<file path="config.mk">
export PLATFORM = sky130hd
export DESIGN_NAME = mem_arbiter_flat
export DESIGN_NICKNAME = d
export VERILOG_FILES = /design/src/rtl/mem_arbiter_if.sv /design/src/rtl/mem_arbiter.sv /design/src/flat_wrapper.sv
export SDC_FILE = /design/constraint.sdc
export NUM_CORES = 1
export LEC_CHECK = 0
export ABC_AREA = 1
export CORE_MARGIN = 3
export CORE_UTILIZATION = 44
export CTS_BUF_LIST = sky130_fd_sc_hd__clkbuf_4
export CTS_CLUSTER_SIZE = 12
export DETAILED_ROUTE_END_ITERATION = 12
export GPL_TIMING_DRIVEN = 0
export PLACE_DENSITY = 0.94
export RECOVER_POWER = 50
export SYNTH_ARGS = -nofsm -noshare
export SYNTH_HDL_FRONTEND = slang
export SYNTH_SLANG_ARGS = --single-unit
export TNS_END_PERCENT = 1
</file>
<file path="constraint.sdc">
create_clock -name clk -period 6.35 [get_ports clk]
set_input_delay 1.27 -clock clk [delete_from_list [all_inputs] [get_ports clk]]
set_output_delay 1.27 -clock clk [all_outputs]
set_load 0.02 [all_outputs]
</file>
<file path="src/rtl/mem_arbiter_if.sv">
// mem_arbiter_if
// Request/acknowledge bundle for one requester of the shared memory arbiter.
// One instance is used for the core port and one for the DMA port.
//   req, we, addr, wdata : requester -> arbiter; held stable until ack
//   ack                  : arbiter -> requester; one-cycle completion pulse
//   rdata                : arbiter -> requester; read data, valid while ack=1
// Modports: master = requester side, slave = arbiter side.
interface mem_arbiter_if #(
  parameter int AW = 32,
  parameter int DW = 32
);
  logic          req;
  logic          we;
  logic [AW-1:0] addr;
  logic [DW-1:0] wdata;
  logic          ack;
  logic [DW-1:0] rdata;

  modport master (output req, we, addr, wdata, input ack, rdata);
  modport slave  (input req, we, addr, wdata, output ack, rdata);
endinterface

</file>
<file path="src/rtl/mem_arbiter.sv">
// mem_arbiter
// Shares one fixed-latency unified memory between the core's fetch/load/store
// port (c_port) and a DMA/loader port (d_port). Round-robin arbitration, one
// access in flight at a time; each access runs IDLE -> ISSUE -> WAIT (LAT
// cycles) -> RESP and ends with a one-cycle ack carrying the read data.
// Ports:
//   clk, reset          : clock (rising edge), asynchronous active-high reset
//   c_port, d_port      : requester bundles (mem_arbiter_if.slave)
//   core_lock           : core asks to keep ownership for its next access
//   mem_en, mem_we,
//   mem_addr, mem_wdata : memory access strobe and fields, 0 outside ISSUE
//   mem_rdata           : memory read data, valid LAT cycles after mem_en
//   grant               : one-hot owner {DMA, core}, 0 when idle
// Optional feature: define MEM_ARB_LOCK_EN to honour core_lock (a core access
// completed with core_lock=1 gives the core the next grant if it still
// requests, without touching the round-robin pointer). Without the macro,
// core_lock is ignored.
module mem_arbiter #(
  parameter int AW  = 32,
  parameter int DW  = 32,
  parameter int LAT = 1
) (
  input  logic           clk,
  input  logic           reset,
  mem_arbiter_if.slave   c_port,
  mem_arbiter_if.slave   d_port,
  input  logic           core_lock,
  output logic           mem_en,
  output logic           mem_we,
  output logic [AW-1:0]  mem_addr,
  output logic [DW-1:0]  mem_wdata,
  input  logic [DW-1:0]  mem_rdata,
  output logic [1:0]     grant
);

  localparam int CW = (LAT > 1) ? $clog2(LAT) : 1;

  typedef enum logic [1:0] {IDLE, ISSUE, WAIT, RESP} state_t;

  state_t        state_q, state_d;
  logic          last_q, last_d;        // 1 = DMA was granted last
  logic [CW-1:0] cnt_q, cnt_d;
  logic [1:0]    grant_q, grant_d;
  logic          we_q, we_d;
  logic [AW-1:0] addr_q, addr_d;
  logic [DW-1:0] wdata_q, wdata_d;
  logic [DW-1:0] c_rdata_q, c_rdata_d;
  logic [DW-1:0] d_rdata_q, d_rdata_d;
  logic          lock_grant;
  logic          do_grant;
  logic          pick_dma;

`ifdef MEM_ARB_LOCK_EN
  // lock_q is only ever high in the IDLE cycle right after a locked core RESP
  logic lock_q, lock_d;

  always_comb begin
    lock_d = (state_q == RESP) && grant_q[0] && core_lock;
  end

  always_ff @(posedge clk or posedge reset) begin
    if (reset) lock_q <= 1'b0;
    else       lock_q <= lock_d;
  end

  assign lock_grant = lock_q && c_port.req;
`else
  logic unused_core_lock;
  assign unused_core_lock = core_lock;
  assign lock_grant       = 1'b0;
`endif

  always_ff @(posedge clk or posedge reset) begin
    if (reset) begin
      state_q   <= IDLE;
      last_q    <= 1'b1;
      cnt_q     <= '0;
      grant_q   <= '0;
      we_q      <= 1'b0;
      addr_q    <= '0;
      wdata_q   <= '0;
      c_rdata_q <= '0;
      d_rdata_q <= '0;
    end else begin
      state_q   <= state_d;
      last_q    <= last_d;
      cnt_q     <= cnt_d;
      grant_q   <= grant_d;
      we_q      <= we_d;
      addr_q    <= addr_d;
      wdata_q   <= wdata_d;
      c_rdata_q <= c_rdata_d;
      d_rdata_q <= d_rdata_d;
    end
  end

  // A locked grant bypasses round-robin and leaves last unchanged; a tie goes
  // to the port that was not granted last.
  always_comb begin
    state_d   = state_q;
    last_d    = last_q;
    cnt_d     = cnt_q;
    grant_d   = grant_q;
    we_d      = we_q;
    addr_d    = addr_q;
    wdata_d   = wdata_q;
    c_rdata_d = c_rdata_q;
    d_rdata_d = d_rdata_q;
    do_grant  = 1'b0;
    pick_dma  = 1'b0;
    case (state_q)
      IDLE: begin
        if (lock_grant) begin
          do_grant = 1'b1;
          pick_dma = 1'b0;
        end else if (c_port.req && d_port.req) begin
          do_grant = 1'b1;
          pick_dma = ~last_q;
          last_d   = ~last_q;
        end else if (c_port.req) begin
          do_grant = 1'b1;
          pick_dma = 1'b0;
          last_d   = 1'b0;
        end else if (d_port.req) begin
          do_grant = 1'b1;
          pick_dma = 1'b1;
          last_d   = 1'b1;
        end
        if (do_grant) begin
          we_d    = pick_dma ? d_port.we    : c_port.we;
          addr_d  = pick_dma ? d_port.addr  : c_port.addr;
          wdata_d = pick_dma ? d_port.wdata : c_port.wdata;
          grant_d = pick_dma ? 2'b10 : 2'b01;
          state_d = ISSUE;
        end
      end
      ISSUE: begin
        cnt_d   = CW'(LAT - 1);
        state_d = WAIT;
      end
      WAIT: begin
        if (cnt_q == '0) begin
          if (grant_q[1]) d_rdata_d = mem_rdata;
          else            c_rdata_d = mem_rdata;
          state_d = RESP;
        end else begin
          cnt_d = cnt_q - 1'b1;
        end
      end
      RESP: begin
        grant_d = '0;
        state_d = IDLE;
      end
      default: state_d = IDLE;
    endcase
  end

  assign mem_en    = (state_q == ISSUE);
  assign mem_we    = mem_en & we_q;
  assign mem_addr  = mem_en ? addr_q  : '0;
  assign mem_wdata = mem_en ? wdata_q : '0;

  assign c_port.ack   = (state_q == RESP) & grant_q[0];
  assign d_port.ack   = (state_q == RESP) & grant_q[1];
  assign c_port.rdata = c_rdata_q;
  assign d_port.rdata = d_rdata_q;
  assign grant        = grant_q;

endmodule

</file>
<file path="src/flat_wrapper.sv">
// flat-port wrapper written by rule: the top's interface ports become plain ports
module mem_arbiter_flat 
#(
  parameter int AW  = 32,
  parameter int DW  = 32,
  parameter int LAT = 1
)
  (clk, reset, core_lock, mem_en, mem_we, mem_addr, mem_wdata, mem_rdata, grant, c_port_req, c_port_we, c_port_addr, c_port_wdata, c_port_ack, c_port_rdata, d_port_req, d_port_we, d_port_addr, d_port_wdata, d_port_ack, d_port_rdata);
  mem_arbiter_if #(.AW(AW), .DW(DW)) c_port_i ();
  mem_arbiter_if #(.AW(AW), .DW(DW)) d_port_i ();
  input  logic clk;
  input  logic reset;
  input  logic core_lock;
  output logic mem_en;
  output logic mem_we;
  output logic [AW-1:0] mem_addr;
  output logic [DW-1:0] mem_wdata;
  input  logic [DW-1:0] mem_rdata;
  output logic [1:0] grant;
  input wire logic [$bits(c_port_i.req)-1:0] c_port_req;
  input wire logic [$bits(c_port_i.we)-1:0] c_port_we;
  input wire logic [$bits(c_port_i.addr)-1:0] c_port_addr;
  input wire logic [$bits(c_port_i.wdata)-1:0] c_port_wdata;
  output wire logic [$bits(c_port_i.ack)-1:0] c_port_ack;
  output wire logic [$bits(c_port_i.rdata)-1:0] c_port_rdata;
  input wire logic [$bits(d_port_i.req)-1:0] d_port_req;
  input wire logic [$bits(d_port_i.we)-1:0] d_port_we;
  input wire logic [$bits(d_port_i.addr)-1:0] d_port_addr;
  input wire logic [$bits(d_port_i.wdata)-1:0] d_port_wdata;
  output wire logic [$bits(d_port_i.ack)-1:0] d_port_ack;
  output wire logic [$bits(d_port_i.rdata)-1:0] d_port_rdata;
  assign c_port_i.req = c_port_req;
  assign c_port_i.we = c_port_we;
  assign c_port_i.addr = c_port_addr;
  assign c_port_i.wdata = c_port_wdata;
  assign c_port_ack = c_port_i.ack;
  assign c_port_rdata = c_port_i.rdata;
  assign d_port_i.req = d_port_req;
  assign d_port_i.we = d_port_we;
  assign d_port_i.addr = d_port_addr;
  assign d_port_i.wdata = d_port_wdata;
  assign d_port_ack = d_port_i.ack;
  assign d_port_rdata = d_port_i.rdata;
  mem_arbiter #(.AW(AW), .DW(DW), .LAT(LAT)) u_core (.clk(clk), .reset(reset), .c_port(c_port_i), .d_port(d_port_i), .core_lock(core_lock), .mem_en(mem_en), .mem_we(mem_we), .mem_addr(mem_addr), .mem_wdata(mem_wdata), .mem_rdata(mem_rdata), .grant(grant));
endmodule
</file>
==> flow_summary_export.csv, run 1 <==
group,metric,value,unit
logic_synthesis,synth_warnings,0,
place,place_congestion,0.910,
cts,tritoncts,"built",
logic_synthesis,syn_area,6870,µm²
global_route,grt_max_degree,72,
floorplan,num_io_pins,301,
detailed_routing,vias,7235,
logic_synthesis,yosys-top-cells-area,"dfrtp_1, nand2_1, inv_1",
floorplan,start_util,45.0,%
place,placed_area,10200,µm²
pwr,p_seq_share,33.6,%
cts,cts.sink_count,134,
global_route,grt_overflow_total,0,
sta,slew_violations,137,
logic_synthesis,synthArstFlopShare,100,%
logic_synthesis,synthAdderAreaFrac,1.28,%
cells_and_area,stdcell_count,1516,
logic_synthesis,ys.flop_type,"dfrtp_1",
sta,hold_viol_final,0,
global_route,grt_first_pass_wirelength,34600,µm
hold_path,hp-class,"flip-flop to flip-flop",
cts,root_buffer,"clkbuf_4",
cts,clk_pin_slew,0.12,ns
cts,cts_buffer_depth,2,
logic_synthesis,synth_top_family_by_area,"simple AND/OR/NAND/NOR gates",
critical_path,end_kind,"async pin",
critical_path,critPathKind,"input pin to async pin",
cts,cts.htree.levels,4,
cells_and_area,area_growth,51.6,%
critical_path,required,6.73,ns
logic_synthesis,synthSimpleGateAreaFrac,28.4,%
sta,slew_headroom,-108,%
cells_and_area,fin_util,68.2,%
sta,worst_clock_skew,0.0124,ns
pwr,irDropWorstVdd,0.000246,V
global_route,globalRouteTotalUtil,25.9,%
pwr,p_leak,5.83,nW
floorplan,die-area,17100,µm²
cells_and_area,fin_area,10400,µm²
pwr,internal_power,2.57,mW
pwr,comb_power_share,54.0,%
logic_synthesis,yosys_register_bits,134,
logic_synthesis,synth_edf_count,0,
logic_synthesis,yosysMostFrequentCell,"nand2_1",
sta,fmax,0.218,GHz
cts,cts_setup_buffers,0,
place,hpwl,17400,µm
logic_synthesis,synth_commonest_cells,"nand2_1, inv_1, dfrtp_1",
cells_and_area,nets,1465,
cts,worstSkewPairLatency,0.53,ns
logic_synthesis,synth_compound_area_share,5.08,%
logic_synthesis,synthCells,972,
sta,rsz0062_at_grt,"no",
detailed_routing,drt_pass1_iterations,5,
pwr,power_density,440,nW/µm²
sta,period_minus_slack,4.59,ns
critical_path,cp.arrival,4.96,ns
detailed_routing,wl_per_cell,14.8,µm
sta,holdWs,0.495,ns
sta,setup_viol,0,
pwr,switching_power,2.02,mW
floorplan,core_area,15300,µm²
floorplan,die_w,131,µm
job,drv_cap,2,
detailed_routing,routed_wl,22400,µm
logic_synthesis,synth_area_per_cell,7.07,µm²
detailed_routing,avgViaCountPerCell,4.77,
floorplan,die_h,131,µm
outcome,failed_checks,"capacitance limit, slew limit",
logic_synthesis,syn_nets,1146,
cts,cts_hold_buffers,0,
logic_synthesis,ys_types,13,
cells_and_area,drive_above_1_share,4.60,%
detailed_routing,postRouteAntennaNets,0,
outcome,outcome,"complete, but fails checks",
detailed_routing,drcViolationCount,0,
critical_path,worstPathMaxFanout,71,
place,numPortBuffers,299,
place,place_inst,1483,
sta,tightest_slew,3.11,ns
pwr,p_clk_share,12.5,%
sta,finalCritPeriodShare,72.2,%
logic_synthesis,netlist.area_leader.share,48.5,%
detailed_routing,drt_iter0_drc,474,
global_route,grt_pass1_vias,6940,
cts,post_cts_resized,0,
logic_synthesis,synth_mux_area_share,0,%
cts,cts_buffers,17,
critical_path,cp-start-kind,"input pin",
logic_synthesis,synth_top_area_cell,"dfrtp_1",
global_route,antenna_found_initial,0,
pwr,netSwitchingFraction,44.0,%
logic_synthesis,ys_seq_area_share,48.8,%
logic_synthesis,synth-xor-area-share,0,%
floorplan,fp-row-count,45,
[critical path, cell delays in order]
cell           delay, ns
dlygate4sd3_1       0.54
clkinvlp_2          1.74
clkbuf_2            1.37
[area by class of cell]
| type | instances | area, µm² |
|---|---|---|
| Multi-Input combinational cell | 550 | 2380 |
| Clock buffer | 18 | 135 |
| Buffer | 54 | 250 |
| Fill cell | 1227 | 4850 |
| Antenna cell | 1 | 2.50 |
| Sequential cell | 134 | 3350 |
| Timing Repair Buffer | 300 | 3000 |
| Clock inverter | 14 | 148 |
| Tap cell | 211 | 264 |
| Inverter | 234 | 880 |
[registers in the layout, indices dropped and copies added, names as in the netlist]
signal and flops:
u_core.addr_q 32, u_core.d_port.rdata 32, u_core.c_port.rdata 32, u_core.we_q 1
u_core.state_q 2, u_core.grant 2, u_core.wdata_q 32, u_core.last_q 1
[cell usage in the layout, fill, tap and decap left out, drive strengths merged]
master | synthesis | final
nand2 | 338 | 338
clkdlybuf4s50 | 0 | 297
inv | 234 | 238
dfrtp | 133 | 133
nand3 | 132 | 132
o21ai | 69 | 69
clkbuf | 28 | 47
buf | 26 | 26
ha | 7 | 7
clkinv | 0 | 6
nor2 | 3 | 3
bufinv | 0 | 2
dlygate4sd3 | 0 | 2
clkinvlp | 0 | 2
diode | 0 | 1
nand3b | 1 | 1
dfstp | 1 | 1
[power by group through the flow]
stage	sequential [mW]	clock, mW	combinational (mW)
global route	1.58	0.623	2.71
global placement	1.52	0	2.41
floorplan	1.75	0	1.09
CTS	1.53	0.585	2.49
detailed placement	1.54	0	2.49
finish	1.54	0.571	2.47
[stage by stage]
step / worst slack, ns / setup TNS [ns] / power (mW)
floorplan: 1.50 / 0 / 2.84
global placement: -0.334 / -43.21 / 3.92
detailed placement: 2.53 / 0 / 4.03
CTS: 1.90 / 0 / 4.61
global route: 1.08 / 0 / 4.92
finish: 1.76 / 0 / 4.58
[logic make-up after synthesis]
| group | Yosys count |
|---|---|
| fa+ha+maj | 7 |
| compound gates | 69 |
| simple gates | 474 |
| buf+inv | 288 |
| flops | 134 |
[path summary, 6_finish.rpt]
path	start	endpoint	slack [ns]	depth (start not counted)
setup / recovery	reset	u_core.addr_q[5]	1.76	3
hold / removal	u_core.addr_q[14]	u_core.addr_q[14]	0.49	2
setup reg to reg	u_core.state_q[0]	u_core.addr_q[22]	4.34	6
hold reg to reg	u_core.addr_q[14]	u_core.addr_q[14]	0.49	2
max in group clk	u_core.state_q[1]	mem_addr[20]	1.96	7
min in group asynchronous	reset	u_core.d_port.rdata[5]	2.06	2
[per-layer routing]
metal,share of wire (%),global-route usage [%],vias up
li1,-,-,3502
met1,40,32.3,3358
met2,50,42.6,314
met3,6.8,5.93,61
met4,4.1,12.7,0
met5,0,0,-
Note: power is estimated with default switching activity, not from simulation.
==> run 2: changes to the inputs <==
--- a/config.mk
+++ b/config.mk
@@ -7,12 +7,12 @@
 export LEC_CHECK = 0
 export ABC_AREA = 1
 export CORE_MARGIN = 3
-export CORE_UTILIZATION = 44
+export CORE_UTILIZATION = 40
 export CTS_BUF_LIST = sky130_fd_sc_hd__clkbuf_4
 export CTS_CLUSTER_SIZE = 12
 export DETAILED_ROUTE_END_ITERATION = 12
 export GPL_TIMING_DRIVEN = 0
-export PLACE_DENSITY = 0.94
+export PLACE_DENSITY = 0.91
 export RECOVER_POWER = 50
 export SYNTH_ARGS = -nofsm -noshare
 export SYNTH_HDL_FRONTEND = slang
==> constraint.sdc (replaced) <==
create_clock -name clk -period 3.9 [get_ports clk]
set_input_delay 0.78 -clock clk [delete_from_list [all_inputs] [get_ports clk]]
set_output_delay 0.78 -clock clk [all_outputs]
set_load 0.02 [all_outputs]
==> flow_summary_export.csv, run 2 (synthesis gave the netlist of run 1 again) <==
group,metric,value,unit
sta,slew_headroom,-33.5,%
cells_and_area,final_common_cell,"nand2_1",
sta,fmax,0.279,GHz
floorplan,num_io_pins,301,
cells_and_area,area_growth,52.9,%
cells_and_area,layout_common_cells,"nand2_1, clkdlybuf4s50_1, inv_1, dfrtp_1, nand3_1",
floorplan,fp-row-count,47,
cts,cts_setup_buffers,0,
sta,fin_ws,0.318,ns
detailed_routing,routed_wl,22900,µm
place,numPortBuffers,299,
place,post-place-ws,0.476,ns
detailed_routing,drt_pass1_iterations,6,
sta,period_minus_slack,3.58,ns
sta,hold_viol_final,0,
outcome,failed_checks,"capacitance limit, slew limit",
sta,slew_violations,33,
place,place_congestion,0.872,
detailed_routing,avgViaCountPerCell,4.74,
cts,cts_hold_buffers,0,
pwr,irDropWorstVdd,0.000304,V
global_route,grt_overflow_total,0,
cells_and_area,multi_input_area,2380,µm²
sta,rsz0062_at_grt,"no",
hold_path,min_from,"u_core.addr_q[9]",
cts,cts.sink_count,134,
critical_path,cp-start-kind,"flip-flop",
detailed_routing,wl_per_cell,15.0,µm
cts,clk_pin_slew,0.13,ns
job,drv_cap,1,
critical_path,reg2reg_from,"u_core.state_q[0]",
critical_path,worstPathMaxFanout,11,
place,hpwl,17800,µm
global_route,grt_pass1_vias,7025,
cts,cts.htree.levels,4,
floorplan,start_util,41.1,%
detailed_routing,postRouteAntennaNets,0,
pwr,p_total,7.57,mW
global_route,grt_max_degree,45,
sta,finalCritPeriodShare,91.8,%
critical_path,cp.arrival,2.80,ns
sta,tightest_slew,2.00,ns
sta,setup_viol,0,
critical_path,required,3.12,ns
cells_and_area,fin_util,62.9,%
cells_and_area,area.sequential,3350,µm²
cells_and_area,nFillCells,1390,
pwr,p_leak,5.86,nW
sta,worst_clock_skew,0.0169,ns
critical_path,startpoint,"u_core.state_q[1]",
cells_and_area,drive_above_1_share,4.67,%
outcome,outcome,"complete, but fails checks",
cts,tritoncts,"built",
detailed_routing,vias,7241,
hold_path,hp-class,"flip-flop to flip-flop",
global_route,antenna_found_initial,3,
floorplan,die-area,18800,µm²
critical_path,critPathKind,"flip-flop to output port",
global_route,globalRouteTotalUtil,24.3,%
cts,cts_buffer_depth,2,
detailed_routing,drcViolationCount,0,
pwr,power_density,722,nW/µm²
cts,root_buffer,"clkbuf_4",
cts,cts_buffers,17,
detailed_routing,drt_iter0_drc,365,
floorplan,die_w,137,µm
floorplan,die_h,137,µm
global_route,grt_first_pass_wirelength,35500,µm
cells_and_area,nets,1466,
cts,worstSkewPairLatency,0.57,ns
critical_path,end_kind,"output port",
sta,fin_tns_setup,0,ns
floorplan,core_area,16700,µm²
[run 2: final cells by class]
class | instances | share of cell area, %
Sequential cell | 134 | 32.0
Timing Repair Buffer | 302 | 28.9
Multi-Input combinational cell | 550 | 22.7
Inverter | 234 | 8.38
Tap cell | 220 | 2.62
Buffer | 53 | 2.34
Clock inverter | 15 | 1.81
Clock buffer | 17 | 1.22
Antenna cell | 2 | 0.0477
[run 2: power by group]
group	internal (mW)	total (mW)	switching [mW]
combinational	1.70	4.04	2.34
clock	0.464	1.05	0.586
sequential	2.09	2.49	0.398
[run 2: timing repair]
| item | 4_1_cts | 5_1_grt |
|---|---|---|
| endpoints found under the hold margin | 0 | 0 |
| gates cloned | 0 | 0 |
| resized for setup | 1 | 1 |
| endpoints found under the setup margin | 24 | 43 |
[run 2: worst max-delay path, cell delays in order, from the launching register on]
cell and delay [ns]:
dfrtp_1 0.44, inv_1 0.16, ha_2 0.40, clkbuf_1 0.44, nand2_1 0.12, inv_1 0.07
clkdlybuf4s50_1 0.61
[run 2: final timing paths]
path | slack, ns | end | depth (start not counted)
min reg2reg | 0.49 | u_core.addr_q[9] | 2
max | 0.32 | mem_wdata[13] | 6
max in group asynchronous | 0.84 | u_core.addr_q[17] | 3
min in group asynchronous | 0.77 | u_core.d_port.rdata[25] | 2
min | 0.49 | u_core.addr_q[9] | 2
max reg2reg | 1.67 | u_core.wdata_q[29] | 7
[run 2: routing by layer]
metal,share of wire [%],wire length (µm),GRT usage [%],up-vias
li1,-,-,-,3505
met1,40,9050,28.9,3369
met2,49,11300,41.5,309
met3,7.4,1690,6.14,58
met4,3.8,878,10.9,0
met5,0,0,0,-
[run 2: per-stage QoR]
stage / instances / area, µm² / hold slack, ns
after detailed placement: 1494 / 10200 / 0.465
after global placement: 1491 / 10100 / 0.461
after CTS: 1525 / 10500 / 0.496
after global routing: 1527 / 10500 / 0.516
final: 1527 / 10500 / 0.493
after floorplan: 972 / 6870 / 0.449
==> run 3: changes to the inputs <==
--- a/config.mk
+++ b/config.mk
@@ -9,6 +9,7 @@
 export CORE_MARGIN = 3
 export CORE_UTILIZATION = 40
 export CTS_BUF_LIST = sky130_fd_sc_hd__clkbuf_4
+export CTS_CLUSTER_DIAMETER = 200
 export CTS_CLUSTER_SIZE = 12
 export DETAILED_ROUTE_END_ITERATION = 12
 export GPL_TIMING_DRIVEN = 0
==> results of run 3 <==
No change in the layout: final DEF, timing and power equal those of run 2.
